`src/rtl/march_element_sequencer_pkg.sv`:
```
// March element sequencer: shared constants and FSM state encoding.
// Address-mode constants match the BIST address counter.
package march_element_sequencer_pkg;

  localparam int ADDR_WIDTH = 8;

  localparam logic ADMD_LIUD = 1'b0;
  localparam logic ADMD_PRUD = 1'b1;

  localparam logic [ADDR_WIDTH-1:0] ADMD_LIUD_FIRST = '0;
  localparam logic [ADDR_WIDTH-1:0] ADMD_LIUD_LAST  = '1;
  localparam logic [ADDR_WIDTH-1:0] ADMD_PR_SEED    = 8'h01;

  localparam int ADMD_LIUD_COUNT = 256;
  localparam int ADMD_PR_PERIOD  = 255;

  typedef enum logic [2:0] {
    ST_IDLE = 3'd0,
    ST_LOAD = 3'd1,
    ST_OPS  = 3'd2,
    ST_STEP = 3'd3,
    ST_DONE = 3'd4
  } mes_state_e;

endpackage

```
`src/rtl/march_element_sequencer.sv`:
```
// Runs one march element: positions the address counter, issues
// nops+1 ops per address, steps through every address, then pulses done.
module march_element_sequencer
  import march_element_sequencer_pkg::*;
#(
  parameter int tasw = ADDR_WIDTH,
  parameter int opw  = 2
) (
  input  logic            clk,
  input  logic            rst,
  input  logic            start_in,
  input  logic            abort_in,
  input  logic            admd_in,
  input  logic            updwn_in,
  input  logic [opw-1:0]  nops_in,
  input  logic [tasw-1:0] tas_in,
  output logic            admd_out,
  output logic            updwn_out,
  output logic            s_out,
  output logic            r_out,
  output logic            hold_out,
  output logic            op_valid_out,
  output logic [opw-1:0]  op_idx_out,
  output logic            elem_done_out,
  output logic            busy_out
);

  localparam int VW = tasw + 1;
  localparam logic [VW-1:0] TC_LIUD = VW'(ADMD_LIUD_COUNT - 1);
  localparam logic [VW-1:0] TC_PRUD = VW'(ADMD_PR_PERIOD - 1);

  mes_state_e     state_q, state_d;
  logic           admd_q, admd_d;
  logic           updwn_q, updwn_d;
  logic [opw-1:0] nops_q, nops_d;
  logic [opw-1:0] op_idx_q, op_idx_d;
  logic [VW-1:0]  visit_q, visit_d;
  logic [VW-1:0]  term_cnt;
  logic           last_op;

  // The op address comes straight from the counter to the memory port.
  logic unused_tas;
  assign unused_tas = ^tas_in;

  assign term_cnt = (admd_q == ADMD_PRUD) ? TC_PRUD : TC_LIUD;
  assign last_op  = (op_idx_q == nops_q);

  always_comb begin
    state_d  = state_q;
    admd_d   = admd_q;
    updwn_d  = updwn_q;
    nops_d   = nops_q;
    op_idx_d = op_idx_q;
    visit_d  = visit_q;
    unique case (state_q)
      ST_IDLE: begin
        if (start_in) begin
          admd_d   = admd_in;
          updwn_d  = updwn_in;
          nops_d   = nops_in;
          visit_d  = '0;
          op_idx_d = '0;
          state_d  = ST_LOAD;
        end
      end
      ST_LOAD: state_d = ST_OPS;
      ST_OPS: begin
        if (last_op) begin
          op_idx_d = '0;
          if (visit_q == term_cnt) begin
            state_d = ST_DONE;
          end else begin
            visit_d = visit_q + VW'(1);
            state_d = ST_STEP;
          end
        end else begin
          op_idx_d = op_idx_q + opw'(1);
        end
      end
      ST_STEP: state_d = ST_OPS;
      ST_DONE: state_d = ST_IDLE;
      default: state_d = ST_IDLE;
    endcase
    if (abort_in && state_q != ST_IDLE) begin
      state_d  = ST_IDLE;
      op_idx_d = '0;
    end
  end

  always_ff @(posedge clk) begin
    if (rst) begin
      state_q  <= ST_IDLE;
      admd_q   <= ADMD_LIUD;
      updwn_q  <= 1'b0;
      nops_q   <= '0;
      op_idx_q <= '0;
      visit_q  <= '0;
    end else begin
      state_q  <= state_d;
      admd_q   <= admd_d;
      updwn_q  <= updwn_d;
      nops_q   <= nops_d;
      op_idx_q <= op_idx_d;
      visit_q  <= visit_d;
    end
  end

  always_comb begin
    hold_out      = 1'b1;
    s_out         = 1'b0;
    r_out         = 1'b0;
    op_valid_out  = 1'b0;
    elem_done_out = 1'b0;
    unique case (state_q)
      ST_LOAD: begin
        s_out = ~updwn_q;
        r_out = updwn_q;
      end
      ST_OPS:  op_valid_out  = 1'b1;
      ST_STEP: hold_out      = 1'b0;
      ST_DONE: elem_done_out = 1'b1;
      default: ;
    endcase
  end

  assign busy_out   = (state_q != ST_IDLE);
  assign admd_out   = admd_q;
  assign updwn_out  = updwn_q;
  assign op_idx_out = op_idx_q;

endmodule
```
`config.mk`:
```
export PLATFORM = sky130hd
export DESIGN_NAME = march_element_sequencer
export DESIGN_NICKNAME = d
export VERILOG_FILES = /design/src/rtl/march_element_sequencer_pkg.sv /design/src/rtl/march_element_sequencer.sv
export SDC_FILE = /design/constraint.sdc
export NUM_CORES = 1
export LEC_CHECK = 0
export ABC_CLOCK_PERIOD_IN_PS = 2200
export BUFFER_PORTS_ARGS = -buffer_cell sky130_fd_sc_hd__buf_2
export CAP_MARGIN = 0
export CORE_MARGIN = 2
export CORE_UTILIZATION = 51
export CTS_CLUSTER_DIAMETER = 60
export DETAILED_ROUTE_END_ITERATION = 8
export PLACE_DENSITY_LB_ADDON = 0.12
export SKIP_CTS_REPAIR_TIMING = 1
export SLEW_MARGIN = 15
export SYNTH_ARGS = -nofsm -noshare
export SYNTH_HDL_FRONTEND = slang
export SYNTH_SLANG_ARGS = --single-unit
```
`constraint.sdc`:
```
create_clock -name clk -period 2.2 [get_ports clk]
set_clock_uncertainty 0.1 [all_clocks]
set_input_delay 0 -clock clk [delete_from_list [all_inputs] [get_ports clk]]
set_output_delay 0 -clock clk [all_outputs]
set_load 0.01 [all_outputs]
```
Yosys cells after proc, flatten, opt, wreduce, memory -nomap -nowiden
Cells that the tools add are included.
{"block": "word_totals", "ff_bits": 18, "input_bits": 16, "output_inout_bits": 10, "wordCells": 45}
{"block": "classes", "n_addsub": 2, "eq_ne": 9, "muxes": 17, "bitwise": 1, "reduce_logical": 10}
{"operator": "2-to-1 mux 9 bit", "count": 3}
{"operator": "case mux 9 bit (2 select lines)", "count": 1}
{"operator": "adder 9 x 1 -> 9 bit (second input constant)", "count": 1}
{"operator": "equality test 9 x 8 -> 1 bit", "count": 1}
{"operator": "2-to-1 mux 3 bit", "count": 3}
{"operator": "case mux 3 bit (3 select lines)", "count": 1}
{"operator": "equality test 3 x 2 -> 1 bit (second input constant)", "count": 2}
{"operator": "2-to-1 mux 1 bit", "count": 6}
{"operator": "inequality test 2 bit (second input constant)", "count": 3}
{"operator": "AND reduction 2 bit", "count": 3}
{"operator": "2-to-1 mux 2 bit", "count": 2}
{"operator": "case mux 2 bit (2 select lines)", "count": 1}
{"operator": "AND reduction 4 bit", "count": 1}
{"operator": "OR reduction 2 bit", "count": 2}
{"operator": "equality test 3 x 1 -> 1 bit (second input constant)", "count": 1}
{"operator": "equality test 3 bit (second input constant)", "count": 1}
{"operator": "logical NOT 3 bit", "count": 1}
{"operator": "nonzero test 3 bit", "count": 1}
{"operator": "adder 2 x 1 -> 2 bit (second input constant)", "count": 1}
{"operator": "equality test 2 bit", "count": 1}
{"operator": "nonzero test 2 bit", "count": 1}
{"operator": "logical AND 1 bit", "count": 1}
{"operator": "inverter 1 bit", "count": 1}

Depth between registers and ports, before layout
{"block": "logic_depth", "ltp_word": 5, "ltp_mapped": 6, "depth_no_buf": 5}

Worst setup path after synthesis
No wires, ideal clock.
{"block": "synth_timing", "path_kind": "register to register", "start": "register state_q[1]", "end": "register visit_q[6]", "setup_time_ns": 0.120, "t_arrival_ns": 1.603, "t_required_ns": 1.980, "path_slack_ns": 0.377, "stages_incl_launch_ff": 6, "path_buffers": 0, "synth_period_minus_slack_ns": 1.823, "cell_sequence": "dfxtp_1 -> or3b_1 -> inv_1 -> and3_2 -> a211oi_4 -> a211o_2"}
{"block": "synth_via", "elab_chain_cells": 3, "word_cells_on_any_way": 8, "cone_classes": "eq/ne: 4; mux: 1; reduce/logical: 3"}
{"item": "start, declared", "line": "march_element_sequencer.sv:32", "source": "mes_state_e state_q, state_d;"}
{"item": "start signal, assigned", "line": "march_element_sequencer.sv:99", "source": "state_q <= state_d;"}
{"item": "equality test 3 x 2 -> 1 bit or logical NOT 3 bit (tied branches)", "line": "march_element_sequencer.sv:55", "source": "unique case (state_q)"}
{"item": "inequality test 2 bit (no source line) or nonzero test 2 bit (tied branches)"}
{"item": "AND reduction 4 bit (no source line)"}
{"item": "end signal, assigned", "line": "march_element_sequencer.sv:104", "source": "visit_q <= visit_d;"}
{"item": "end, declared", "line": "march_element_sequencer.sv:37", "source": "logic [VW-1:0] visit_q, visit_d;"}
Several ways; a longest one is shown, not always the timed one.
A chain may end at the register's enable or synchronous reset.

Worst setup path after layout
{"block": "layout_timing", "start": "register visit_q[0]", "end": "register visit_q[5]"}
{"block": "layout_via", "elab_chain_cells": 4, "word_cells_on_any_way": 7, "cone_classes": "add/sub: 1; eq/ne: 2; mux: 3; reduce/logical: 1"}
{"item": "adder 9 x 1 -> 9 bit", "line": "march_element_sequencer.sv:73", "source": "visit_d = visit_q + VW'(1);"}
{"item": "2-to-1 mux 9 bit", "line": "march_element_sequencer.sv:70", "source": "if (visit_q == term_cnt) begin"}
{"item": "2-to-1 mux 9 bit", "line": "march_element_sequencer.sv:68", "source": "if (last_op) begin"}
{"item": "case mux 9 bit (2 select lines)", "line": "march_element_sequencer.sv:55"}
Several ways; a longest one is shown, not always the timed one. The select of a mux whose other input is x is not followed.

==> reports/metrics.csv <==
metric,value,unit
outcome,"complete, but fails checks",
failing checks,hold timing,
DP Area,1120,um2
chip width,48.4,um
area delta synth->final,21.7,%
Synth Register Bits,18,
crit-path max cell delay,0.61,ns
Crit. End Element,flop,
register area share after synthesis,0.359,
Remaining DRCs,0,
starting density of the core,0.528,
per-cell routed wire length,12.6,um
CP max FO,7,
Setup TNS,0,ns
Syn. warnings,0,
multi-input logic area,582,um2
Post-synth EDFFs,0,
# fillers,140,
worst slew pin tran,0.464,ns
clk_lat worst skew,0.29,ns
maximum clock frequency,511,MHz
hold slack,-0.0158,ns
"Hold Vio Cnt, Final",3,
power density cells,582,nW/um2
Routed WL,2170,um
first-pass GRT wire length,3650,um
Starting DRT DRC Count,26,
Worst Path Arrival,2.11,ns
Post-Synthesis Cell Area,1000,um2
CTS Sinks,18,
Sequential cell area,360,um2
Mapped Cells,116,
Vias/cell,5.72,
# diodes,0,
Final HPWL DP,1570,um
CTS tree,done,
via count,983,
pin count of the biggest net entering global routing,17,
Pre-antenna DRT Iters,4,
CP required,2.35,ns
Max Root-Sink Buffers,2,
Post-synth ARST share,0,
Setup Viol. Count Final,0,
Core Region,1900,um2
crit path cell chain,xnor2_1 -> or4_4 -> a211oi_4 -> o211a_1,
minimum clock period,1.96,ns
die area,2340,um2
Final Max Tran Viols,0,
period utilisation layout,0.890,
Max-Cap Viols,0,
GPL Wtd Cong,0.890,
initial antenna violation count,0,
Nets,163,
top-level port count,26,
"Reg clk slew, reported paths",0.11,ns
"final std cell area, no fill",1220,um2
Startpoint Class,flop,
TritonCTS Buffers,3,
Root Driver,clkbuf_4,
fraction of layout cells with a size suffix above 1,0.255,
I/O Buffers,17,
critical path class,reg2reg,
vias in the first global route,852,
Slew HR,0.688,
Post-Route Utilization,0.642,
ys flop type,dfxtp_1,
"Distinct cells, synth",42,
"Buf+Inv Stages, Crit Path",0,
Peak VDD IR,0.000380,V
Overflow after GRT,0,
"Slowest-stage cell, CP",or4_4,
Synth Area per Inst,8.65,um2
"Net Count, Synth",133,
GRT Total Usage,0.193,
post-route ant nets,0,
Chip Height,48.4,um
total power,0.711,mW
"Largest delay share family, worst path",simple AND/OR/NAND/NOR gates,
H-tree lvl count,1,
# rows,16,
RSZ-0062 raised after global routing,no,
Leakage,0.496,nW
min-delay worst type,in2reg,
-- where the power goes --
part	switching [mW]	total [mW]	internal, mW	leakage (nW)
registers	0.0123	0.351	0.339	0.146
clock network	0.107	0.208	0.101	0.0210
logic	0.0874	0.152	0.0646	0.328
total	0.207	0.711	0.504	0.496
-- final timing paths --
check | from | endpoint | slack (ns) | depth (start not counted)
max reg2reg | visit_q[0] | visit_q[5] | 0.24 | 4
min | rst | updwn_out | -0.02 | 2
min reg2reg | admd_out | admd_out | 0.39 | 2
max | visit_q[0] | visit_q[5] | 0.24 | 4
-- cells by family (layout without fill, tap and decap cells) --
kind of cell | after synthesis | in the layout | synth area share
adders and majority gates | 1 | 1 | 0.0125
xor gates and xnor gates | 3 | 3 | 0.0262
and+or+nand+nor | 53 | 53 | 0.312
buffers and inverters | 9 | 38 | 0.0611
AOI/OAI and AO/OA | 32 | 32 | 0.229
DFF | 18 | 18 | 0.359
-- metal layers --
metal / share of wire / GRT usage / routed length [um]
met4: 0.0069 / 0.0810 / 15
met2: 0.47 / 0.329 / 1020
met1: 0.49 / 0.243 / 1060
met5: 0 / 0 / 0
met3: 0.033 / 0.0309 / 71
-- metrics by stage --
stage | worst slack, ns | instances
floorplan | 0.377 | 116
global placement | 0.299 | 162
detailed placement | 0.267 | 162
CTS | 0.229 | 166
global route | 0.0444 | 172
finish | 0.243 | 172
-- layout make-up --
cell class	instances	share of cell area
Inverter	5	0.0154
Timing Repair Buffer	29	0.156
Multi-Input combinational cell	89	0.476
Tap cell	27	0.0277
Clock buffer	4	0.0297
Sequential cell	18	0.295
-- placed cells by master, fill, tap and decap left out, drive strengths merged, types with 4 or more instances in the layout --
cell / instances
nand3: 8
a21o: 4
nor2: 4
dfxtp: 18
clkbuf: 4
o211ai: 4
nand2: 12
a21oi: 8
buf: 23
inv: 5
o21ai: 5
dlygate4sd3: 6
nor4: 5
-- synthesized netlist by cell type, types with 2 or more instances --
| library cell | instances | area share |
|---|---|---|
| a211oi_1 | 2 | 0.015 |
| a21o_2 | 3 | 0.026 |
| a21oi_1 | 8 | 0.040 |
| a31oi_1 | 2 | 0.012 |
| clkbuf_8 | 2 | 0.027 |
| dfxtp_1 | 18 | 0.36 |
| inv_1 | 5 | 0.019 |
| nand2_1 | 12 | 0.045 |
| nand2b_1 | 2 | 0.012 |
| nand3_1 | 8 | 0.040 |
| nand3b_1 | 2 | 0.015 |
| nand4_1 | 3 | 0.019 |
| nor2_1 | 4 | 0.015 |
| nor2b_1 | 2 | 0.012 |
| nor3_1 | 3 | 0.015 |
| nor3b_1 | 2 | 0.015 |
| nor4_1 | 4 | 0.025 |
| o211ai_1 | 4 | 0.030 |
| o21ai_0 | 5 | 0.025 |
| xnor2_1 | 3 | 0.026 |
-- flip-flops by register name, indices dropped and copies added (netlist names) --
name,flops
admd_out,1
nops_q,2
op_idx_out,2
state_q,3
updwn_out,1
visit_q,9
(Power assumes the default switching activity.)
